`config.mk`:
```
export PLATFORM = sky130hd
export DESIGN_NAME = ifetch_unit_flat
export DESIGN_NICKNAME = d
export VERILOG_FILES = /design/src/rtl/cpu_pkg.sv /design/src/rtl/ifetch_unit_if.sv /design/src/rtl/next_pc_sel.sv /design/src/rtl/ifetch_unit.sv /design/src/flat_wrapper.sv
export SDC_FILE = /design/constraint.sdc
export NUM_CORES = 1
export LEC_CHECK = 0
export ABC_AREA = 1
export ABC_CLOCK_PERIOD_IN_PS = 3050
export CAP_MARGIN = 25
export CORE_ASPECT_RATIO = 1.25
export CORE_UTILIZATION = 42
export DETAILED_ROUTE_END_ITERATION = 12
export GPL_TIMING_DRIVEN = 0
export PLACE_DENSITY = 0.93
export SLEW_MARGIN = 10
export SYNTH_ARGS = -nofsm -noshare
export SYNTH_HDL_FRONTEND = slang
export SYNTH_SLANG_ARGS = --single-unit
```
`constraint.sdc`:
```
create_clock -name clock -period 3.05 [get_ports clock]
set_clock_uncertainty 0.1 [all_clocks]
set_input_delay 0.915 -clock clock [delete_from_list [all_inputs] [get_ports clock]]
set_output_delay 0.915 -clock clock [all_outputs]
set_load 0.005 [all_outputs]
```
`src/rtl/cpu_pkg.sv`:
```
// rtl/cpu_pkg.sv - shared fetch types, instruction field positions and vectors; honours PC_MISALIGN_TRAP_EN
package cpu_pkg;

  // Fetch FSM states; TRAP exists only when misaligned jr targets raise a trap
`ifdef PC_MISALIGN_TRAP_EN
  typedef enum logic [1:0] {
    S_REQ  = 2'd0,
    S_HOLD = 2'd1,
    S_TRAP = 2'd2
  } fetch_state_e;
`else
  typedef enum logic [1:0] {
    S_REQ  = 2'd0,
    S_HOLD = 2'd1
  } fetch_state_e;
`endif

  // Jump index field of a J-type instruction
  localparam int JIDX_MSB = 25;
  localparam int JIDX_LSB = 0;
  localparam int JIDX_W   = JIDX_MSB - JIDX_LSB + 1;

  localparam logic [31:0] DEFAULT_RESET_PC   = 32'h0000_0000;
  localparam logic [31:0] DEFAULT_EXC_VECTOR = 32'h0000_0180;

  // j/jal target: keep the region bits of pc+4, splice in the word index
  function automatic logic [31:0] jump_target(input logic [31:0] pc_plus_4,
                                              input logic [JIDX_W-1:0] index);
    return {pc_plus_4[31:28], index, 2'b00};
  endfunction

endpackage

```
`src/rtl/ifetch_unit_if.sv`:
```
// rtl/ifetch_unit_if.sv - instruction-memory request/response bus
interface ifetch_unit_if;
  logic        req;
  logic [31:0] addr;
  logic        ready;
  logic [31:0] rdata;

  modport master (output req, addr, input ready, rdata);
  modport slave  (input req, addr, output ready, rdata);
endinterface

```
`src/rtl/next_pc_sel.sv`:
```
// rtl/next_pc_sel.sv - combinational next-PC priority mux (jr > j/jal > taken branch > pc+4)
module next_pc_sel
  import cpu_pkg::*;
(
  input  logic [31:0]       pc,
  input  logic [JIDX_W-1:0] jump_index,
  input  logic [31:0]       addr_result,
  input  logic              zero,
  input  logic [31:0]       read_data_1,
  input  logic              branch,
  input  logic              nbranch,
  input  logic              jmp,
  input  logic              jal,
  input  logic              jr,
  output logic [31:0]       pc_plus_4,
  output logic [31:0]       next_pc
);

  logic take_branch;

  // Branch targets arrive as word addresses, so the top two bits drop out
  logic unused_addr_hi;
  assign unused_addr_hi = ^addr_result[31:30];

  // 32-bit add wraps naturally at the top of the address space
  assign pc_plus_4   = pc + 32'd4;
  assign take_branch = (branch & zero) | (nbranch & ~zero);

  // Priority select of the successor PC
  always_comb begin
    next_pc = pc_plus_4;
    if (jr) begin
      next_pc = read_data_1;
    end else if (jmp || jal) begin
      next_pc = jump_target(pc_plus_4, jump_index);
    end else if (take_branch) begin
      next_pc = {addr_result[29:0], 2'b00};
    end
  end

endmodule

```
`src/rtl/ifetch_unit.sv`:
```
// rtl/ifetch_unit.sv - instruction fetch stage with PC, imem handshake and held instruction; optional PC_MISALIGN_TRAP_EN
module ifetch_unit
  import cpu_pkg::*;
#(
  parameter logic [31:0] RESET_PC   = DEFAULT_RESET_PC,
  parameter logic [31:0] EXC_VECTOR = DEFAULT_EXC_VECTOR
) (
  input  logic                 clock,
  input  logic                 reset,
  ifetch_unit_if.master        imem,
  output logic [31:0]          Instruction,
  output logic                 inst_valid,
  input  logic                 stall,
  input  logic [31:0]          Addr_Result,
  input  logic                 Zero,
  input  logic [31:0]          Read_data_1,
  input  logic                 Branch,
  input  logic                 nBranch,
  input  logic                 Jmp,
  input  logic                 Jal,
  input  logic                 Jr,
  output logic [31:0]          branch_base_addr,
  output logic [31:0]          link_addr,
`ifdef PC_MISALIGN_TRAP_EN
  output logic                 trap,
`endif
  output logic [31:0]          pc
);

  fetch_state_e state, state_n;
  logic [31:0]  pc_plus_4;
  logic [31:0]  sel_next_pc;
  logic [31:0]  commit_pc;
  logic         commit;
  logic         fetch_done;

  next_pc_sel u_next_pc_sel (
    .pc          (pc),
    .jump_index  (Instruction[JIDX_MSB:JIDX_LSB]),
    .addr_result (Addr_Result),
    .zero        (Zero),
    .read_data_1 (Read_data_1),
    .branch      (Branch),
    .nbranch     (nBranch),
    .jmp         (Jmp),
    .jal         (Jal),
    .jr          (Jr),
    .pc_plus_4   (pc_plus_4),
    .next_pc     (sel_next_pc)
  );

  assign fetch_done       = (state == S_REQ) && imem.ready;
  assign commit           = (state == S_HOLD) && !stall;
  assign imem.addr        = pc;
  assign branch_base_addr = pc_plus_4;
  assign link_addr        = pc_plus_4;

`ifdef PC_MISALIGN_TRAP_EN
  logic jr_misalign;
  assign jr_misalign = Jr && (Read_data_1[1:0] != 2'b00);
  assign commit_pc   = jr_misalign ? EXC_VECTOR : sel_next_pc;
`else
  // Without the trap the exception vector has no consumer
  logic unused_exc_vector;
  assign unused_exc_vector = ^EXC_VECTOR;
  // jr targets are silently word-aligned
  assign commit_pc = Jr ? {sel_next_pc[31:2], 2'b00} : sel_next_pc;
`endif

  // State register
  always_ff @(posedge clock) begin
    if (reset) begin
      state <= S_REQ;
    end else begin
      state <= state_n;
    end
  end

  // Next-state: fetch until ready, hold until committed
  always_comb begin
    state_n = state;
    case (state)
      S_REQ:  if (imem.ready) state_n = S_HOLD;
      S_HOLD: begin
        if (!stall) begin
`ifdef PC_MISALIGN_TRAP_EN
          state_n = jr_misalign ? S_TRAP : S_REQ;
`else
          state_n = S_REQ;
`endif
        end
      end
`ifdef PC_MISALIGN_TRAP_EN
      S_TRAP: state_n = S_REQ;
`endif
      default: state_n = S_REQ;
    endcase
  end

  // Outputs decoded from state; forced quiet while reset is asserted
  always_comb begin
    imem.req   = 1'b0;
    inst_valid = 1'b0;
`ifdef PC_MISALIGN_TRAP_EN
    trap       = 1'b0;
`endif
    if (!reset) begin
      case (state)
        S_REQ:  imem.req   = 1'b1;
        S_HOLD: inst_valid = 1'b1;
`ifdef PC_MISALIGN_TRAP_EN
        S_TRAP: trap       = 1'b1;
`endif
        default: ;
      endcase
    end
  end

  // PC and held instruction; a ready coinciding with reset is dropped
  always_ff @(posedge clock) begin
    if (reset) begin
      pc          <= RESET_PC;
      Instruction <= '0;
    end else begin
      if (fetch_done) Instruction <= imem.rdata;
      if (commit)     pc          <= commit_pc;
    end
  end

endmodule

```
`src/flat_wrapper.sv`:
```
// flat-port wrapper written by rule: the top's interface ports become plain ports
module ifetch_unit_flat import cpu_pkg::*;
#(
  parameter logic [31:0] RESET_PC   = DEFAULT_RESET_PC,
  parameter logic [31:0] EXC_VECTOR = DEFAULT_EXC_VECTOR
)
  (clock, reset, Instruction, inst_valid, stall, Addr_Result, Zero, Read_data_1, Branch, nBranch, Jmp, Jal, Jr, branch_base_addr, link_addr, pc, imem_req, imem_addr, imem_ready, imem_rdata);
  ifetch_unit_if imem_i ();
  input  logic clock;
  input  logic reset;
  output logic [31:0] Instruction;
  output logic inst_valid;
  input  logic stall;
  input  logic [31:0] Addr_Result;
  input  logic Zero;
  input  logic [31:0] Read_data_1;
  input  logic Branch;
  input  logic nBranch;
  input  logic Jmp;
  input  logic Jal;
  input  logic Jr;
  output logic [31:0] branch_base_addr;
  output logic [31:0] link_addr;
  output logic [31:0] pc;
  output wire logic [$bits(imem_i.req)-1:0] imem_req;
  output wire logic [$bits(imem_i.addr)-1:0] imem_addr;
  input wire logic [$bits(imem_i.ready)-1:0] imem_ready;
  input wire logic [$bits(imem_i.rdata)-1:0] imem_rdata;
  assign imem_req = imem_i.req;
  assign imem_addr = imem_i.addr;
  assign imem_i.ready = imem_ready;
  assign imem_i.rdata = imem_rdata;
  ifetch_unit #(.RESET_PC(RESET_PC), .EXC_VECTOR(EXC_VECTOR)) u_core (.clock(clock), .reset(reset), .imem(imem_i), .Instruction(Instruction), .inst_valid(inst_valid), .stall(stall), .Addr_Result(Addr_Result), .Zero(Zero), .Read_data_1(Read_data_1), .Branch(Branch), .nBranch(nBranch), .Jmp(Jmp), .Jal(Jal), .Jr(Jr), .branch_base_addr(branch_base_addr), .link_addr(link_addr), .pc(pc));
endmodule
```
Yosys cells after proc, flatten, opt, wreduce, memory -nomap -nowiden --
Cells that the tools add are included.
Operators by class: add/subtract/negate cells 1, multiply operators 0, div/mod/pow operators 0, $lt $le $gt $ge 0, equal/unequal tests 3, shift-type cells 0, muxes and demuxes 11, bitwise operators 4, reduce and logical (&&, ||, !) cells 6
Operators with widths (number):
- 32-bit 2-to-1 mux | 3
- 32-bit by 3-bit adder with 32-bit output (second input constant) | 1
- 2-bit 2-to-1 mux | 3
- 1-bit 2-to-1 mux | 4
- 2-bit != test (second input constant) | 2
- 2-bit case mux with 2 select lines | 1
- 1-bit bitwise AND | 2
- 2-bit by 1-bit == test with 1-bit output (second input constant) | 1
- 1-bit logical AND | 2
- 2-bit logical NOT | 1
- 2-bit AND reduction | 1
- 1-bit logical NOT | 1
- 1-bit logical OR | 1
- 1-bit NOT | 1
- 1-bit bitwise OR | 1
Word-level totals: register bits after elaboration 66, latch bits 0, memory bits (writable) 0, memory bits (read-only) 0, input port bits 106, output and inout port bits 162, logic and storage cells 28, memories 0

Longest topological paths before layout --
depth after elaboration 7, mapped depth 12, mapped depth without buffers 12

Hierarchy --
A second synthesis with hierarchy kept.
Second synthesis, totals: cells, all modules 880, area total of the unflattened synthesis 5270.1 um^2
By module, submodules not included:
- ifetch_unit | instances 1, cells an instance 492, area an instance 3300.7 um^2, sequential area each 1301.2 um^2
- next_pc_sel | instances 1, cells an instance 388, area an instance 1969.4 um^2, sequential area each 0.0 um^2

Least setup slack after synthesis --
No wires, ideal clock.
path type flip-flop to output port, from register u_core.pc[3] (netlist: u_core.imem.addr[3]), to output port link_addr[20], arrival time 1.493 ns, data required time 2.035 ns, setup slack 0.542 ns, stages on the path, launching flop included 9, path buffers 1, path through dfxtp_1 -> ha_1 -> nand2_2 -> nor2_2 -> nand2_2 -> nor2_4 -> nand3_1 -> and2_1 -> buf_4
On the way: word-level cells in the longest chain between the ends 1
Ends and longest elaborated chain:
- from (decl) | RTL line ifetch_unit.sv:27 | output logic [31:0] pc
- from (signal assigned) | RTL line ifetch_unit.sv:126 | if (commit) pc <= commit_pc;
- 32-bit by 3-bit adder with 32-bit output | RTL line next_pc_sel.sv:26 | assign pc_plus_4 = pc + 32'd4;
- to (decl) | RTL line flat_wrapper.sv:23 | output logic [31:0] link_addr;
No other way between the ends.

Final worst setup path --
from register u_core.pc[3] (netlist: u_core.imem.addr[3]), to output port link_addr[16]
Same word-level chain as after synthesis.

==> impl_metrics.py <==
metrics = {
    "timing": {
        "finalCritPeriodShare_pct": 105,
        "finalHoldViolCount": 0,
        "timing.fmax_mhz": 313,
        "setup_viol": 18,
        "rsz0062_at_grt": "true",
        "slew_viol_final": 0,
        "holdWs_ps": 406,
        "fin_crit_ps": 3190,
        "worst_pin_slew_ps": 623,
        "fin_ws_ps": -145,
        "relSlewSlack_pct": 58.4,
    },
    "route": {
        "wl_per_cell_um": 18.9,
        "final_antenna_net_count": 0,
        "vias": 6557,
        "drt_iter0_markers": 876,
        "drtPass1Iterations": 6,
        "drc": 0,
        "routed_wl_mm": 22.9,
        "viasPerCell": 5.43,
    },
    "critical_path": {
        "critPathMaxFanout": 4,
        "rr_startpoint": "u_core.imem.addr[6]",
        "crit_path_start": "u_core.imem.addr[3]",
        "r2r_cells": 24,
        "worstSetupPathType": "flop to output port",
        "ff2ff_setup_slack_ps": -90,
        "path_cells": "ha_4 > nand2_4 > nor2_4 > buf_6 > nand2_4 > nor2_4 > buf_6 > xor2_2 > buf_4 > dlygate4sd2_1",
        "worstPathRequired_ps": 2030,
        "cpMaxStageDelayCell": "dfxtp_4",
        "critPathMaxStageDelay_ps": 380,
        "start_kind": "flop",
        "end_kind": "output port",
        "arrival_ps": 2180,
        "crit-reg2reg-capture": "u_core.imem.addr[31]",
    },
    "synth": {
        "synth_area_leaders": "dfxtp_1, nand2_1, nor2_1, buf_4, o21ai_0",
        "synth-seq-area-share_pct": 28.5,
        "synth_top_family_by_area": "simple AND/OR/NAND/NOR gates",
        "synth_edf_count": 0,
        "synth_top_cell_area_share_pct": 28.5,
        "ys_ff_latch": 65,
        "synth_largest_area_cell": "dfxtp_1",
        "async_reset_ff_share_pct": 0,
        "synth_most_common_cell": "nand2_1",
        "syn_nets": 846,
        "synth_cells": 739,
        "synthSimpleGateAreaFrac_pct": 39.0,
        "synth-xor-area-share_pct": 3.34,
        "ys_warn_count": 0,
        "synth_flop_cell": "dfxtp_1",
        "netlist_area_um2": 4560,
        "synth.distinct_cells": 32,
        "muxShareOfSynthArea_pct": 0,
        "synth_fa_ha_area_share_pct": 0.274,
        "synth_compound_area_share_pct": 11.0,
        "avgSynthCellArea_um2": 6.18,
        "synth_common_cells": "nand2_1, nor2_1, buf_4",
    },
    "floorplanning": {
        "initial_core_util_pct": 43.2,
        "die_area_um2": 11300,
        "ios": 268,
        "dieHeight_um": 119,
        "core_area_um2": 10600,
        "die_w_um": 95.2,
        "rows": 42,
    },
    "job": {
        "maxCapViolations": 0,
    },
    "clock_tree": {
        "h-tree-depth": 3,
        "cts_root_buf": "clkbuf_16",
        "clock_sinks": 65,
        "cts_hold_buf": 0,
        "cts_buffer_depth": 2,
        "clk_latency_ps": 330,
        "numCtsBuffers": 9,
        "cts_tree": "yes",
        "clk_pin_slew_ps": 60,
    },
    "layout": {
        "drive_gt1_share_pct": 26.1,
        "fillCellCount": 649,
        "multi_input_area_um2": 2810,
        "diodes": 0,
        "layout.nets": 1178,
        "ff_latch_area_um2": 1390,
        "area_delta_synth_final_pct": 88.0,
    },
    "placement": {
        "dp_slack_ps": -91.1,
        "io_buffers": 263,
        "gp_congestion": 0.926,
        "dp_hpwl_mm": 14.2,
    },
    "power_and_ir_drop": {
        "combPwrFrac_pct": 27.5,
        "power.internal_w": 0.00202,
        "total_power_w": 0.00284,
        "ir_drop_v": 0.000303,
        "p_sw_share_pct": 28.8,
        "p_sw_w": 0.000819,
        "pwr-share-clk_pct": 38.3,
        "power.leakage_nw": 4.12,
        "seq_power_share_pct": 34.2,
        "p_per_area_nw_per_um2": 331,
    },
    "grt": {
        "grt_max_degree": 12,
        "grt_pass1_wl_mm": 30.8,
        "antenna_found_initial": 0,
        "grt_overflow": 0,
        "track_usage_pct": 36.0,
        "grt_pass1_vias": 6144,
    },
    "run_status": {
        "outcome": "complete, but fails checks",
        "violations": "setup timing",
    },
    "worst_hold_path": {
        "worstHoldEndpoint": "u_core.state[0]",
        "hold_class": "flop to flop",
        "holdPathStages": 2,
        "worstHoldStart": "u_core.state[0]",
    },
}
-- final cells by class --
class	instances	area share, %
Buffer	92	7.11
Clock buffer	12	2.99
Clock inverter	4	0.598
Inverter	51	2.26
Multi-Input combinational cell	529	32.7
Sequential cell	65	16.2
Tap cell	132	1.92
Timing Repair Buffer	323	36.3
-- what timing repair did --
item | CTS | global route
endpoints found under the setup margin | 54 | 40
resized for setup | 114 | 85
cloned | 0 | 0
pin swaps | 35 | 30
setup buffers | 46 | 14
-- registers in the layout (all words and copies together), names as in the netlist --
| register | flops |
|---|---|
| u_core.Instruction | 32 |
| u_core.imem.addr | 32 |
| u_core.state | 1 |
-- cells in the final DEF (no fill, tap or decap), types with 14 or more instances in the layout --
master,count
a21oi_1,37
buf_4,117
clkbuf_1,21
clkdlybuf4s50_1,228
dfxtp_1,37
dfxtp_4,20
dlymetal6s2s_1,14
inv_1,43
nand2_1,158
nand2_2,38
nand3_1,37
nor2_1,126
nor2_4,17
o21ai_0,52
-- per-stage QoR --
stage	util (%)	cell area, µm²	std cells	TNS [ps]
after floorplan	-	4560	739	0
after global placement	69.7	7360	1134	-274
after detailed placement	69.7	7360	1134	-448
after CTS	78.3	8270	1195	-137
after global routing	81.3	8580	1208	-1900
final	81.3	8580	1208	-966
-- layer usage --
metal / part of all wire, % / wire length, µm / GRT usage [%]
met5: 0 / 0 / 0
met4: 7.4 / 1700 / 22.3
met3: 9.6 / 2200 / 7.01
met2: 48 / 11000 / 60.0
met1: 35 / 7950 / 41.3
-- worst max-delay path by stage --
stage                      endpoint  slack, ps  depth (start not counted)
3_5_place_dp          link_addr[20]        -90                         10
3_3_place_gp               imem_req        -70                          3
6_report              link_addr[16]       -140                         10
4_1_cts               link_addr[10]        -70                          8
2_1_floorplan         link_addr[20]        540                          8
5_1_grt        u_core.imem.addr[31]       -180                         24
-- power groups by stage --
stage	combinational (W)	clock (W)	sequential, W
global route	0.000829	0.00112	0.000979
floorplan	0.000267	0	0.000975
CTS	0.000741	0.00107	0.000965
detailed placement	0.000699	0	0.000986
global placement	0.000686	0	0.000985
finish	0.000781	0.00109	0.000972
-- kinds of logic (layout without fill, tap and decap cells) --
group | count (synthesis) | in the layout
compound gates | 98 | 98
xor+xnor | 14 | 14
fa+ha+maj | 1 | 1
buf+inv | 145 | 482
flops | 65 | 65
simple gates | 416 | 416
-- worst max-delay path, delay by kind of cell, from the launching register on --
| family | cells | cell delay, ps |
|---|---|---|
| buffers and inverters | 4 | 620 |
| AND/OR/NAND/NOR | 4 | 490 |
| flip-flops | 1 | 380 |
| adder cells (fa/ha/maj) | 1 | 180 |
| XOR/XNOR | 1 | 170 |
Note: power is estimated with default switching activity, not from simulation.
